==> config.mk <==
export PLATFORM = sky130hd
export DESIGN_NAME = serial_add_sched_flat
export DESIGN_NICKNAME = d
export VERILOG_FILES = /design/src/rtl/serial_add_pkg.sv /design/src/rtl/serial_add_sched_if.sv /design/src/rtl/serial_fa_bit.sv /design/src/rtl/serial_add_sched.sv /design/src/flat_wrapper.sv
export SDC_FILE = /design/constraint.sdc
export NUM_CORES = 1
export LEC_CHECK = 0
export ABC_AREA = 1
export CAP_MARGIN = 20
export CORE_AREA = 2 2 80 82
export DETAILED_ROUTE_END_ITERATION = 6
export DIE_AREA = 0 0 82 84
export HOLD_SLACK_MARGIN = 0.15
export PLACE_DENSITY_LB_ADDON = 0.1
export SYNTH_ARGS = -nofsm -noshare
export SYNTH_HDL_FRONTEND = slang
export SYNTH_HIERARCHICAL = 1
export SYNTH_SLANG_ARGS = --single-unit
==> constraint.sdc <==
create_clock -name clk -period 2.7 [get_ports clk]
set_input_delay 0.675 -clock clk [delete_from_list [all_inputs] [get_ports clk]]
set_output_delay 0.675 -clock clk [all_outputs]
set_load 0.1 [all_outputs]
==> src/rtl/serial_add_pkg.sv <==
`default_nettype none
// ============================================================================
// Module   : serial_add_pkg
// Purpose  : Shared types and helpers for the bit-serial adder scheduler.
// Revision : 1.0 - initial release
// ============================================================================
package serial_add_pkg;

    typedef enum logic [1:0] {
        IDLE  = 2'd0,
        LOAD  = 2'd1,
        SHIFT = 2'd2,
        DONE  = 2'd3
    } state_t;

    typedef logic req_idx_t;

    // Bit-counter width for a W-bit operand; never narrower than one bit.
    function automatic int unsigned cnt_width(input int unsigned w);
        return (w > 1) ? $clog2(w) : 1;
    endfunction

endpackage
`default_nettype wire

==> src/rtl/serial_add_sched_if.sv <==
`default_nettype none
// ============================================================================
// Module   : serial_add_sched_if
// Purpose  : Requester-side bus of the serial adder scheduler.
//            Carries the sub select only when SERIAL_ADD_SUB_EN is defined.
// Revision : 1.0 - initial release
// ============================================================================
interface serial_add_sched_if #(
    parameter int W = 8
);
    logic [1:0]   req;
    logic [W-1:0] a_0;
    logic [W-1:0] b_0;
    logic [W-1:0] a_1;
    logic [W-1:0] b_1;
`ifdef SERIAL_ADD_SUB_EN
    logic [1:0]   sub;
`endif
    logic [1:0]   ack;
    logic [1:0]   done;
    logic [W:0]   result;
    logic         busy;

`ifdef SERIAL_ADD_SUB_EN
    modport master (output req, a_0, b_0, a_1, b_1, sub, input ack, done, result, busy);
    modport slave  (input  req, a_0, b_0, a_1, b_1, sub, output ack, done, result, busy);
`else
    modport master (output req, a_0, b_0, a_1, b_1, input ack, done, result, busy);
    modport slave  (input  req, a_0, b_0, a_1, b_1, output ack, done, result, busy);
`endif

endinterface
`default_nettype wire

==> src/rtl/serial_fa_bit.sv <==
`default_nettype none
// ============================================================================
// Module   : serial_fa_bit
// Purpose  : One full-adder slice with its carry flop for LSB-first addition.
// Revision : 1.0 - initial release
// ============================================================================
module serial_fa_bit (
    input  wire logic clk,
    input  wire logic rst_n,
    input  wire logic a,
    input  wire logic b,
    input  wire logic clr,
    input  wire logic preset,
    input  wire logic en,
    output logic      sum,
    output logic      carry_next
);
    logic r_carry;

    assign sum        = a ^ b ^ r_carry;
    assign carry_next = (a & b) | (a & r_carry) | (b & r_carry);

    always_ff @(posedge clk or negedge rst_n) begin
        if (!rst_n) begin
            r_carry <= 1'b0;
        end else if (clr) begin
            r_carry <= 1'b0;
        end else if (preset) begin
            r_carry <= 1'b1;
        end else if (en) begin
            r_carry <= carry_next;
        end
    end

endmodule
`default_nettype wire

==> src/rtl/serial_add_sched.sv <==
`default_nettype none
// ============================================================================
// Module   : serial_add_sched
// Purpose  : Round-robin two-port scheduler driving one bit-serial adder slice.
//            Define SERIAL_ADD_SUB_EN to add per-requester subtraction.
// Revision : 1.0 - initial release
// ============================================================================
module serial_add_sched
    import serial_add_pkg::*;
#(
    parameter int W = 8
) (
    input wire logic          clk,
    input wire logic          rst_n,
    serial_add_sched_if.slave bus
);
    localparam int unsigned C_CNT_W = cnt_width(W);

    state_t               r_state;
    state_t               w_state_next;
    req_idx_t             r_grant;
    req_idx_t             r_last;
    req_idx_t             w_pick;
    logic [W-1:0]         r_a;
    logic [W-1:0]         r_b;
    logic [W-1:0]         r_sum;
    logic [C_CNT_W-1:0]   r_cnt;
    logic [W:0]           r_result;
    logic [W-1:0]         w_a_sel;
    logic [W-1:0]         w_b_sel;
    logic                 w_sub_sel;
    logic                 w_last_bit;
    logic                 w_sum_bit;
    logic                 w_carry_next;

    // A lone request wins outright; a tie goes to whoever was not served last.
    assign w_pick     = (bus.req == 2'b11) ? ~r_last : bus.req[1];
    assign w_a_sel    = r_grant ? bus.a_1 : bus.a_0;
    assign w_b_sel    = r_grant ? bus.b_1 : bus.b_0;
    assign w_last_bit = (r_cnt == C_CNT_W'(W - 1));

`ifdef SERIAL_ADD_SUB_EN
    assign w_sub_sel = bus.sub[r_grant];
`else
    assign w_sub_sel = 1'b0;
`endif

    serial_fa_bit u_fa (
        .clk        (clk),
        .rst_n      (rst_n),
        .a          (r_a[0]),
        .b          (r_b[0]),
        .clr        ((r_state == LOAD) && !w_sub_sel),
        .preset     ((r_state == LOAD) && w_sub_sel),
        .en         (r_state == SHIFT),
        .sum        (w_sum_bit),
        .carry_next (w_carry_next)
    );

    always_ff @(posedge clk or negedge rst_n) begin
        if (!rst_n) begin
            r_state <= IDLE;
        end else begin
            r_state <= w_state_next;
        end
    end

    always_comb begin
        w_state_next = r_state;
        bus.ack      = 2'b00;
        bus.done     = 2'b00;
        bus.busy     = (r_state != IDLE);
        bus.result   = r_result;
        unique case (r_state)
            IDLE:  if (|bus.req) w_state_next = LOAD;
            LOAD:  begin
                w_state_next = SHIFT;
                bus.ack      = 2'b01 << r_grant;
            end
            SHIFT: if (w_last_bit) w_state_next = DONE;
            DONE:  begin
                w_state_next = IDLE;
                bus.done     = 2'b01 << r_grant;
            end
            default: w_state_next = IDLE;
        endcase
    end

    always_ff @(posedge clk or negedge rst_n) begin
        if (!rst_n) begin
            r_grant  <= 1'b0;
            r_last   <= 1'b1;
            r_a      <= '0;
            r_b      <= '0;
            r_sum    <= '0;
            r_cnt    <= '0;
            r_result <= '0;
        end else begin
            unique case (r_state)
                IDLE: if (|bus.req) r_grant <= w_pick;
                LOAD: begin
                    r_a    <= w_a_sel;
                    r_b    <= w_sub_sel ? ~w_b_sel : w_b_sel;
                    r_cnt  <= '0;
                    r_last <= r_grant;
                end
                SHIFT: begin
                    r_a   <= r_a >> 1;
                    r_b   <= r_b >> 1;
                    r_sum <= {w_sum_bit, r_sum[W-1:1]};
                    r_cnt <= r_cnt + 1'b1;
                    // Capture on the final bit so result is already valid while done pulses.
                    if (w_last_bit) r_result <= {w_carry_next, w_sum_bit, r_sum[W-1:1]};
                end
                default: ;
            endcase
        end
    end

endmodule
`default_nettype wire

==> src/flat_wrapper.sv <==
// flat-port wrapper written by rule: the top's interface ports become plain ports
module serial_add_sched_flat import serial_add_pkg::*;
#(
    parameter int W = 8
)
  (clk, rst_n, bus_req, bus_a_0, bus_b_0, bus_a_1, bus_b_1, bus_ack, bus_done, bus_result, bus_busy);
  serial_add_sched_if #(.W(W)) bus_i ();
  input wire logic clk;
  input wire logic rst_n;
  input wire logic [$bits(bus_i.req)-1:0] bus_req;
  input wire logic [$bits(bus_i.a_0)-1:0] bus_a_0;
  input wire logic [$bits(bus_i.b_0)-1:0] bus_b_0;
  input wire logic [$bits(bus_i.a_1)-1:0] bus_a_1;
  input wire logic [$bits(bus_i.b_1)-1:0] bus_b_1;
  output wire logic [$bits(bus_i.ack)-1:0] bus_ack;
  output wire logic [$bits(bus_i.done)-1:0] bus_done;
  output wire logic [$bits(bus_i.result)-1:0] bus_result;
  output wire logic [$bits(bus_i.busy)-1:0] bus_busy;
  assign bus_i.req = bus_req;
  assign bus_i.a_0 = bus_a_0;
  assign bus_i.b_0 = bus_b_0;
  assign bus_i.a_1 = bus_a_1;
  assign bus_i.b_1 = bus_b_1;
  assign bus_ack = bus_i.ack;
  assign bus_done = bus_i.done;
  assign bus_result = bus_i.result;
  assign bus_busy = bus_i.busy;
  serial_add_sched #(.W(W)) u_core (.clk(clk), .rst_n(rst_n), .bus(bus_i));
endmodule
==> results.sh, run 1 <==
export IMPL_outcome="complete, no violations"
export IMPL_worst_hold_startpoint="u_core/r_last"
export IMPL_route_detailed_vias_per_inst=4.50
export IMPL_num_io_pins=50
export IMPL_drt_total_wl_um=4120
export IMPL_floorplan_die_width_um=82
export IMPL_tns_ns=0
export IMPL_drv_slew=0
export IMPL_drive_gt1_frac=0.121
export IMPL_cts_root_buf="sky130_fd_sc_hd__clkbuf_8"
export IMPL_post_dp_hpwl_um=3010
export IMPL_timing_critical_path_required_ns=2.03
export IMPL_place_port_buffers=49
export IMPL_worst_r2r_startpoint="u_core/r_state[1]"
export IMPL_dieArea_um2=6890
export IMPL_synth_area_per_cell_um2=7.96
export IMPL_antenna_diode_count=0
export IMPL_grt_setup_unrepaired="false"
export IMPL_finish_utilization=0.435
export IMPL_worst_case_hold_slack_ns=0.470
export IMPL_clkTransAtPathRegs_ns=0.07
export IMPL_synthesized_instance_count=259
export IMPL_r2r_end="u_core/r_b[7]"
export IMPL_ff2ff_setup_slack_ns=0.79
export IMPL_hold_violations=0
export IMPL_stdcell_count=384
export IMPL_static_leakage_power_nw=1.34
export IMPL_p_per_area_nw_per_um2=1070
export IMPL_antenna_found_initial=0
export IMPL_post_route_min_period_ns=2.15
export IMPL_grt_first_pass_wirelength_um=7250
export IMPL_mappedNetlistNets=303
export IMPL_row_count=29
export IMPL_skew_ns=0.00233
export IMPL_placedCellCount=377
export IMPL_cts_setup_buffers=0
export IMPL_overflow=0
export IMPL_synth_warning_count=6
export IMPL_ys_ff_latch=40
export IMPL_layout_commonest_cell="sky130_fd_sc_hd__nand2_1"
export IMPL_min_delay_path_depth=2
export IMPL_core_area_um2=6100
export IMPL_worst_r2r_path_depth=7
export IMPL_synthesis_to_layout_area_growth_pct=28.8
export IMPL_grt_usage=0.134
export IMPL_yosysSeqAreaShare=0.486
export IMPL_n_fill_cell=657
export IMPL_worst_slew_pin_slew_ns=0.897
export IMPL_path_max_fanout=5
export IMPL_detailedPlace_worstSlack_ns=0.778
export IMPL_die_y_um=84
export IMPL_detail_route_iter0_violations=104
export IMPL_clock_sinks=40
export IMPL_clk_insertion_delay_late_ns=0.29
export IMPL_maximum_number_of_pins_on_one_net_before_global_route_repair=41
export IMPL_ctsHoldBuffers=0
export IMPL_finalWorstSetupSlack_ns=0.550
export IMPL_ys_types=20
export IMPL_timing_max_cap_violations=0
export IMPL_first_global_vias=1641
export IMPL_initial_core_util=0.338
export IMPL_timing_critical_path_from_type="flip-flop"
export IMPL_final_cell_mix="sky130_fd_sc_hd__nand2_1 (112), sky130_fd_sc_hd__dfrtp_1 (39), sky130_fd_sc_hd__nand3_1 (35)"
export IMPL_period_share=0.796
export IMPL_highest_clock_frequency_the_design_can_meet_mhz=465
export IMPL_design_final_nets=351
export IMPL_antenna_violating_nets_post_route=0
export IMPL_setup_viol=0
export IMPL_drt_pass1_iterations=4
export IMPL_irDropWorstVdd_v=0.000363
export IMPL_cts_path_max_buffers=2
export IMPL_cts_inserted_buffers=5
export IMPL_wl_per_cell_um=10.7
export IMPL_crit_path_end_kind="primary output"
export IMPL_netlist_area_um2=2060
export IMPL_postCtsResizedCells=0
export IMPL_worstSetupPathType="flip-flop to primary output"
export IMPL_worst_hold_path_type="flip-flop to flip-flop"
export IMPL_timing_max_slew_rel_slack=0.402
export IMPL_place_congestion=0.761
export IMPL_worst_ep_arrival_time_ns=1.47
export IMPL_cts_tree="yes"
export IMPL_number_of_h_tree_levels=2
export IMPL_route_detailed_drc=0
export IMPL_hold_end="u_core/r_last"
export IMPL_via_count=1728
[registers in the layout, summed over array words and instances (netlist names)]
register / flops
u_core/r_cnt: 3
u_core/r_last: 1
u_core/bus.result: 9
u_core/r_sum: 7
u_core/u_fa/r_carry: 1
u_core/r_grant: 1
u_core/r_state: 2
u_core/r_b: 8
u_core/r_a: 8
[Yosys cell counts (all sizes together)]
cell type	n	area, um^2
a21oi	2	10.0
buf	11	91.3
conb	1	3.75
dfrtp	39	976
dfstp	1	26.3
fa	1	20.0
ha	7	87.6
inv	21	78.8
nand2	114	433
nand3	35	175
nor2	9	41.3
o21ai	17	111
or2	1	6.26
[where the power goes]
part	switching, mW	total (mW)	internal, mW
registers	0.125	0.948	0.823
logic	1.03	1.52	0.490
clock network	0.196	0.372	0.176
[per-layer routing]
layer / vias up / routed length, um / GRT usage
li1: 898 / - / -
met1: 790 / 1890 / 0.170
met4: 0 / 66 / 0.0500
met3: 4 / 183 / 0.0325
met2: 36 / 1980 / 0.217
met5: - / 0 / 0
[how the worst max path moves through the flow]
stage / start / end / depth (start not counted)
2_1_floorplan: u_core/r_state[1] / bus_ack[0] / 4
3_3_place_gp: u_core/r_state[1] / bus_ack[0] / 5
3_5_place_dp: u_core/r_state[1] / u_core/r_b[7] / 7
4_1_cts: u_core/r_state[1] / bus_ack[0] / 5
5_1_grt: u_core/r_state[1] / bus_ack[0] / 5
6_report: u_core/r_state[1] / bus_ack[0] / 5
[metrics by stage]
step	instance area [um^2]	total power, mW
after floorplan	2060	2.18
after global placement	2580	2.50
after detailed placement	2580	2.53
after CTS	2650	2.91
after global routing	2650	3.15
final	2650	2.84
[cell families after synthesis]
family	after synthesis	share of synthesized area
flip-flops	40	0.486
AND/OR/NAND/NOR	159	0.318
AO/OA/AOI/OAI	19	0.0589
other	1	0.00182
buffers and inverters	32	0.0826
adder cells (fa/ha/maj)	8	0.0522
[area by class of cell]
class	instances	area (um^2)	area share
multi-input cells	187	888	0.335
flip-flops and latches	40	1000	0.378
clock buffers	6	72.6	0.0273
clock inverters	1	5.00	0.00189
well taps	77	96.3	0.0363
inverters	21	78.8	0.0297
repair buffers	52	510	0.192
[critical path: stages, from the launching register on]
cell                      delay (ns)
sky130_fd_sc_hd__dfrtp_1        0.43
sky130_fd_sc_hd__inv_1          0.11
sky130_fd_sc_hd__ha_1           0.21
sky130_fd_sc_hd__inv_1          0.07
sky130_fd_sc_hd__nor2_1         0.17
sky130_fd_sc_hd__buf_12         0.20
(Power assumes the default switching activity.)
==> inputs of run 2 (changes only) <==
Clock period 2.7 ns to 2.25 ns, I/O delays scaled along.
==> results.sh, run 2 (synthesized netlist as in run 1, its figures left out) <==
export IMPL_grt_first_pass_wirelength_um=7040
export IMPL_stdcell_count=386
export IMPL_setup_viol=0
export IMPL_flip_flop_count_of_the_largest_register_after_layout=9
export IMPL_ctsHoldBuffers=0
export IMPL_timing_critical_path_required_ns=1.69
export IMPL_drv_slew=0
export IMPL_final_cell_mix="sky130_fd_sc_hd__nand2_1 (112), sky130_fd_sc_hd__dfrtp_1 (39), sky130_fd_sc_hd__nand3_1 (35)"
export IMPL_placedCellCount=379
export IMPL_die_y_um=84
export IMPL_worstSetupPathType="flip-flop to primary output"
export IMPL_irDropWorstVdd_v=0.000699
export IMPL_design_final_nets=353
export IMPL_route_detailed_vias_per_inst=4.46
export IMPL_cts_path_max_buffers=2
export IMPL_timing_critical_path_from_type="flip-flop"
export IMPL_route_detailed_drc=0
export IMPL_cts_tree="yes"
export IMPL_post_dp_hpwl_um=3040
export IMPL_grt_setup_unrepaired="false"
export IMPL_global_routing_usage_on_met3=0.0325
export IMPL_number_of_h_tree_levels=2
export IMPL_grt_util_met2=0.200
export IMPL_synthesis_to_layout_area_growth_pct=31.0
export IMPL_skew_ns=0.00413
export IMPL_cts_inserted_buffers=5
export IMPL_cts_root_buf="sky130_fd_sc_hd__clkbuf_8"
export IMPL_postCtsResizedCells=0
export IMPL_crit_path_end_kind="primary output"
export IMPL_timing_max_slew_rel_slack=0.646
export IMPL_worst_ep_arrival_time_ns=1.40
export IMPL_dieArea_um2=6890
export IMPL_row_count=29
export IMPL_overflow=0
export IMPL_antenna_diode_count=0
export IMPL_detail_route_iter0_violations=36
export IMPL_first_global_vias=1606
export IMPL_total_power_mw=3.51
export IMPL_drive_gt1_frac=0.133
export IMPL_grt_usage=0.129
export IMPL_floorplan_die_width_um=82
export IMPL_place_port_buffers=49
export IMPL_period_share=0.871
export IMPL_path_max_fanout=5
export IMPL_ff2ff_setup_slack_ns=0.49
export IMPL_post_route_min_period_ns=1.96
export IMPL_initial_core_util=0.338
export IMPL_maximum_number_of_pins_on_one_net_before_global_route_repair=41
export IMPL_highest_clock_frequency_the_design_can_meet_mhz=511
export IMPL_layout_commonest_cell="sky130_fd_sc_hd__nand2_1"
export IMPL_wl_per_cell_um=10.6
export IMPL_via_count=1722
export IMPL_static_leakage_power_nw=1.36
export IMPL_grt_util_met1=0.173
export IMPL_antenna_violating_nets_post_route=0
export IMPL_worst_hold_path_type="input pin to asynchronous set/reset pin"
export IMPL_clock_sinks=40
export IMPL_most_heavily_used_metal_layer_in_global_routing="met2"
export IMPL_num_io_pins=50
export IMPL_r2r_end="u_core/bus.result[5]"
export IMPL_worst_slew_pin_slew_ns=0.531
export IMPL_drt_pass1_iterations=4
export IMPL_p_per_area_nw_per_um2=1300
export IMPL_place_congestion=0.678
export IMPL_drt_total_wl_um=4110
export IMPL_clk_insertion_delay_late_ns=0.29
export IMPL_timing_max_cap_violations=0
export IMPL_antenna_found_initial=0
export IMPL_hold_violations=0
export IMPL_outcome="complete, no violations"
export IMPL_cts_setup_buffers=0
export IMPL_worst_r2r_path_depth=5
export IMPL_worst_r2r_startpoint="u_core/r_state[0]"
export IMPL_clkTransAtPathRegs_ns=0.07
export IMPL_core_area_um2=6100
export IMPL_tns_ns=0
run 2: worst max-delay path, stage by stage (launching register included):
cell	delay [ns]
sky130_fd_sc_hd__dfrtp_1	0.43
sky130_fd_sc_hd__inv_1	0.10
sky130_fd_sc_hd__ha_1	0.19
sky130_fd_sc_hd__inv_1	0.07
sky130_fd_sc_hd__nor2_2	0.13
sky130_fd_sc_hd__buf_12	0.19
run 2: routing by layer:
metal  up-vias  part of all wire
li1        905                 -
met1       776              0.49
met2        34              0.45
met3         7             0.038
met4         0             0.014
met5         -                 0
run 2: per-stage QoR:
step                      hold WS (ns)  worst slack (ns)  area (um^2)  utilization
after floorplan                  0.267             0.199         2070            -
after global placement           0.467             0.534         2620        0.430
after detailed placement         0.468             0.480         2620        0.430
after CTS                        0.347             0.272         2700        0.443
after global routing             0.375             0.169         2700        0.443
final                            0.328             0.291         2700        0.443
run 2: final cells by class:
class | count | area [um^2]
clock buffer | 6 | 72.6
clock inverter | 1 | 5.00
fill | 659 | 3400
inverter | 21 | 78.8
multi-input combinational | 187 | 893
sequential | 40 | 1000
tap | 77 | 96.3
timing repair buffer | 54 | 551
run 2: worst max-delay path by stage:
stage                            startpoint                   end  slack (ns)  cells after the start
after floorplan           u_core/r_state[1]            bus_ack[0]        0.20                      4
after global placement    u_core/r_state[0]  u_core/bus.result[0]        0.53                      5
after detailed placement  u_core/r_state[0]  u_core/bus.result[5]        0.48                      5
after global routing      u_core/r_state[1]            bus_ack[0]        0.17                      5
final                     u_core/r_state[1]            bus_ack[0]        0.29                      5
after CTS                 u_core/r_state[1]            bus_ack[0]        0.27                      5
run 2: power breakdown:
| part | internal [mW] | switching [mW] | total (mW) |
|---|---|---|---|
| clock | 0.211 | 0.231 | 0.441 |
| combinational | 0.663 | 1.26 | 1.92 |
| sequential | 0.988 | 0.156 | 1.14 |
| total | 1.86 | 1.64 | 3.51 |
==> inputs of run 3 (changes only) <==
Settings changed: CORE_AREA 2 2 80 82 to 2 2 84 78, DIE_AREA 0 0 82 84 to 0 0 86 80.
==> results.sh, run 3 (synthesized netlist as in run 1, its figures left out) <==
export IMPL_p_per_area_nw_per_um2=1340
export IMPL_place_congestion=0.714
export IMPL_cts_setup_buffers=0
export IMPL_route_detailed_drc=0
export IMPL_num_io_pins=50
export IMPL_cts_inserted_buffers=5
export IMPL_grt_usage=0.132
export IMPL_post_route_min_period_ns=1.95
export IMPL_worst_r2r_path_depth=5
export IMPL_wl_per_cell_um=11.2
export IMPL_postCtsResizedCells=0
export IMPL_antenna_found_initial=0
export IMPL_via_count=1718
export IMPL_grt_setup_unrepaired="false"
export IMPL_worst_hold_path_type="input pin to asynchronous set/reset pin"
export IMPL_crit_path_cell_trace="inv_1, ha_1, inv_1, nor2_2, buf_12"
export IMPL_first_global_vias=1594
export IMPL_drt_total_wl_um=4270
export IMPL_grt_first_pass_wirelength_um=7260
export IMPL_number_of_h_tree_levels=2
export IMPL_place_port_buffers=49
export IMPL_core_area_um2=5980
export IMPL_final_cell_mix="sky130_fd_sc_hd__nand2_1 (112), sky130_fd_sc_hd__dfrtp_1 (39), sky130_fd_sc_hd__nand3_1 (35)"
export IMPL_worst_ep_arrival_time_ns=1.39
export IMPL_path_max_fanout=5
export IMPL_cp_top_family="flip-flops"
export IMPL_cts_root_buf="sky130_fd_sc_hd__clkbuf_8"
export IMPL_stdcell_count=382
export IMPL_row_count=27
export IMPL_outcome="complete, no violations"
export IMPL_crit_path_end_kind="primary output"
export IMPL_timing_critical_path_required_ns=1.69
export IMPL_timing_critical_path_from_type="flip-flop"
export IMPL_synthesis_to_layout_area_growth_pct=32.1
export IMPL_drt_pass1_iterations=4
export IMPL_clk_insertion_delay_late_ns=0.29
export IMPL_worst_slew_pin_slew_ns=0.546
export IMPL_initial_core_util=0.345
export IMPL_maximum_number_of_pins_on_one_net_before_global_route_repair=20
export IMPL_worstSetupPathType="flip-flop to primary output"
export IMPL_n_fill_cell=609
export IMPL_antenna_violating_nets_post_route=0
export IMPL_clock_sinks=40
export IMPL_cp_slowest_cell="sky130_fd_sc_hd__dfrtp_1"
export IMPL_static_leakage_power_nw=1.38
export IMPL_period_share=0.867
export IMPL_crit_cells=5
export IMPL_dieArea_um2=6880
export IMPL_irDropWorstVdd_v=0.000547
export IMPL_drv_slew=0
export IMPL_post_dp_hpwl_um=3130
export IMPL_overflow=0
export IMPL_ctsHoldBuffers=0
export IMPL_clkTransAtPathRegs_ns=0.08
export IMPL_timing_max_slew_rel_slack=0.636
export IMPL_setup_viol=0
export IMPL_crit_path_max_incr_delay_ns=0.43
export IMPL_tns_ns=0
export IMPL_skew_ns=0.00836
export IMPL_layout_commonest_cell="sky130_fd_sc_hd__nand2_1"
export IMPL_post_route_cell_area_um2=2720
export IMPL_route_detailed_vias_per_inst=4.50
export IMPL_hold_violations=0
export IMPL_cts_path_max_buffers=2
export IMPL_critPathBufInv=3
export IMPL_design_final_nets=353
export IMPL_detail_route_iter0_violations=88
export IMPL_crit_top_cell="sky130_fd_sc_hd__inv_1"
export IMPL_highest_clock_frequency_the_design_can_meet_mhz=512
export IMPL_place_area_um2=2620
export IMPL_antenna_diode_count=0
export IMPL_flip_flop_count_of_the_largest_register_after_layout=9
export IMPL_die_y_um=80
export IMPL_cts_tree="yes"
export IMPL_floorplan_die_width_um=86
export IMPL_placedCellCount=374
export IMPL_timing_max_cap_violations=0
export IMPL_drive_gt1_frac=0.135
-- run 3: changes by cell type in the layout (fill, tap and decap cells not counted), sizes merged --
| cell | previous run | this run |
|---|---|---|
| bufinv | 0 | 1 |
-- run 3: per-stage QoR --
step | hold WS, ns | utilization | setup WS [ns] | power, mW
4_1_cts | 0.186 | 0.455 | 0.273 | 3.70
3_3_place_gp | 0.465 | 0.437 | 0.506 | 3.09
6_report | 0.184 | 0.455 | 0.299 | 3.64
5_1_grt | 0.200 | 0.455 | 0.175 | 3.97
2_1_floorplan | 0.267 | - | 0.199 | 2.63
3_5_place_dp | 0.466 | 0.437 | 0.475 | 3.12
-- run 3: layout make-up --
type | instances | area [um^2] | area share
timing repair buffer | 54 | 551 | 0.202
inverter | 21 | 78.8 | 0.0290
clock buffer | 6 | 72.6 | 0.0267
multi-input combinational | 187 | 893 | 0.328
sequential | 40 | 1000 | 0.368
clock inverter | 2 | 35.0 | 0.0129
tap | 72 | 90.1 | 0.0331
-- run 3: per-layer routing --
metal,routed length [um],up-vias,GRT usage
li1,-,909,-
met2,1910,35,0.205
met1,2140,770,0.180
met4,27,0,0.0333
met5,0,-,0
met3,190,4,0.0393
-- run 3: final timing paths --
| kind | from | to | slack [ns] |
|---|---|---|---|
| worst max-delay path | u_core/r_state[1] | bus_ack[0] | 0.30 |
| worst min-delay path | rst_n | u_core/bus.result[3] | 0.18 |
| worst max register to register | u_core/r_state[0] | u_core/bus.result[3] | 0.50 |
| worst min register to register | u_core/r_cnt[0] | u_core/r_cnt[0] | 0.48 |
| max in group asynchronous | rst_n | u_core/r_b[5] | 1.55 |
| min in group clk | u_core/r_cnt[0] | u_core/r_cnt[0] | 0.48 |
-- run 3: power by group --
part           internal, mW  switching [mW]
logic                 0.642            1.29
clock network         0.329           0.237
registers             0.988           0.158
-- run 3: worst reg2reg max path, delay by kind of cell (launching register included) --
family	cells	cell delay (ns)
buffers and inverters	1	0.11
and+or+nand+nor	2	0.54
adders and majority gates	1	0.51
DFF	1	0.41
AOI/OAI and AO/OA	1	0.06
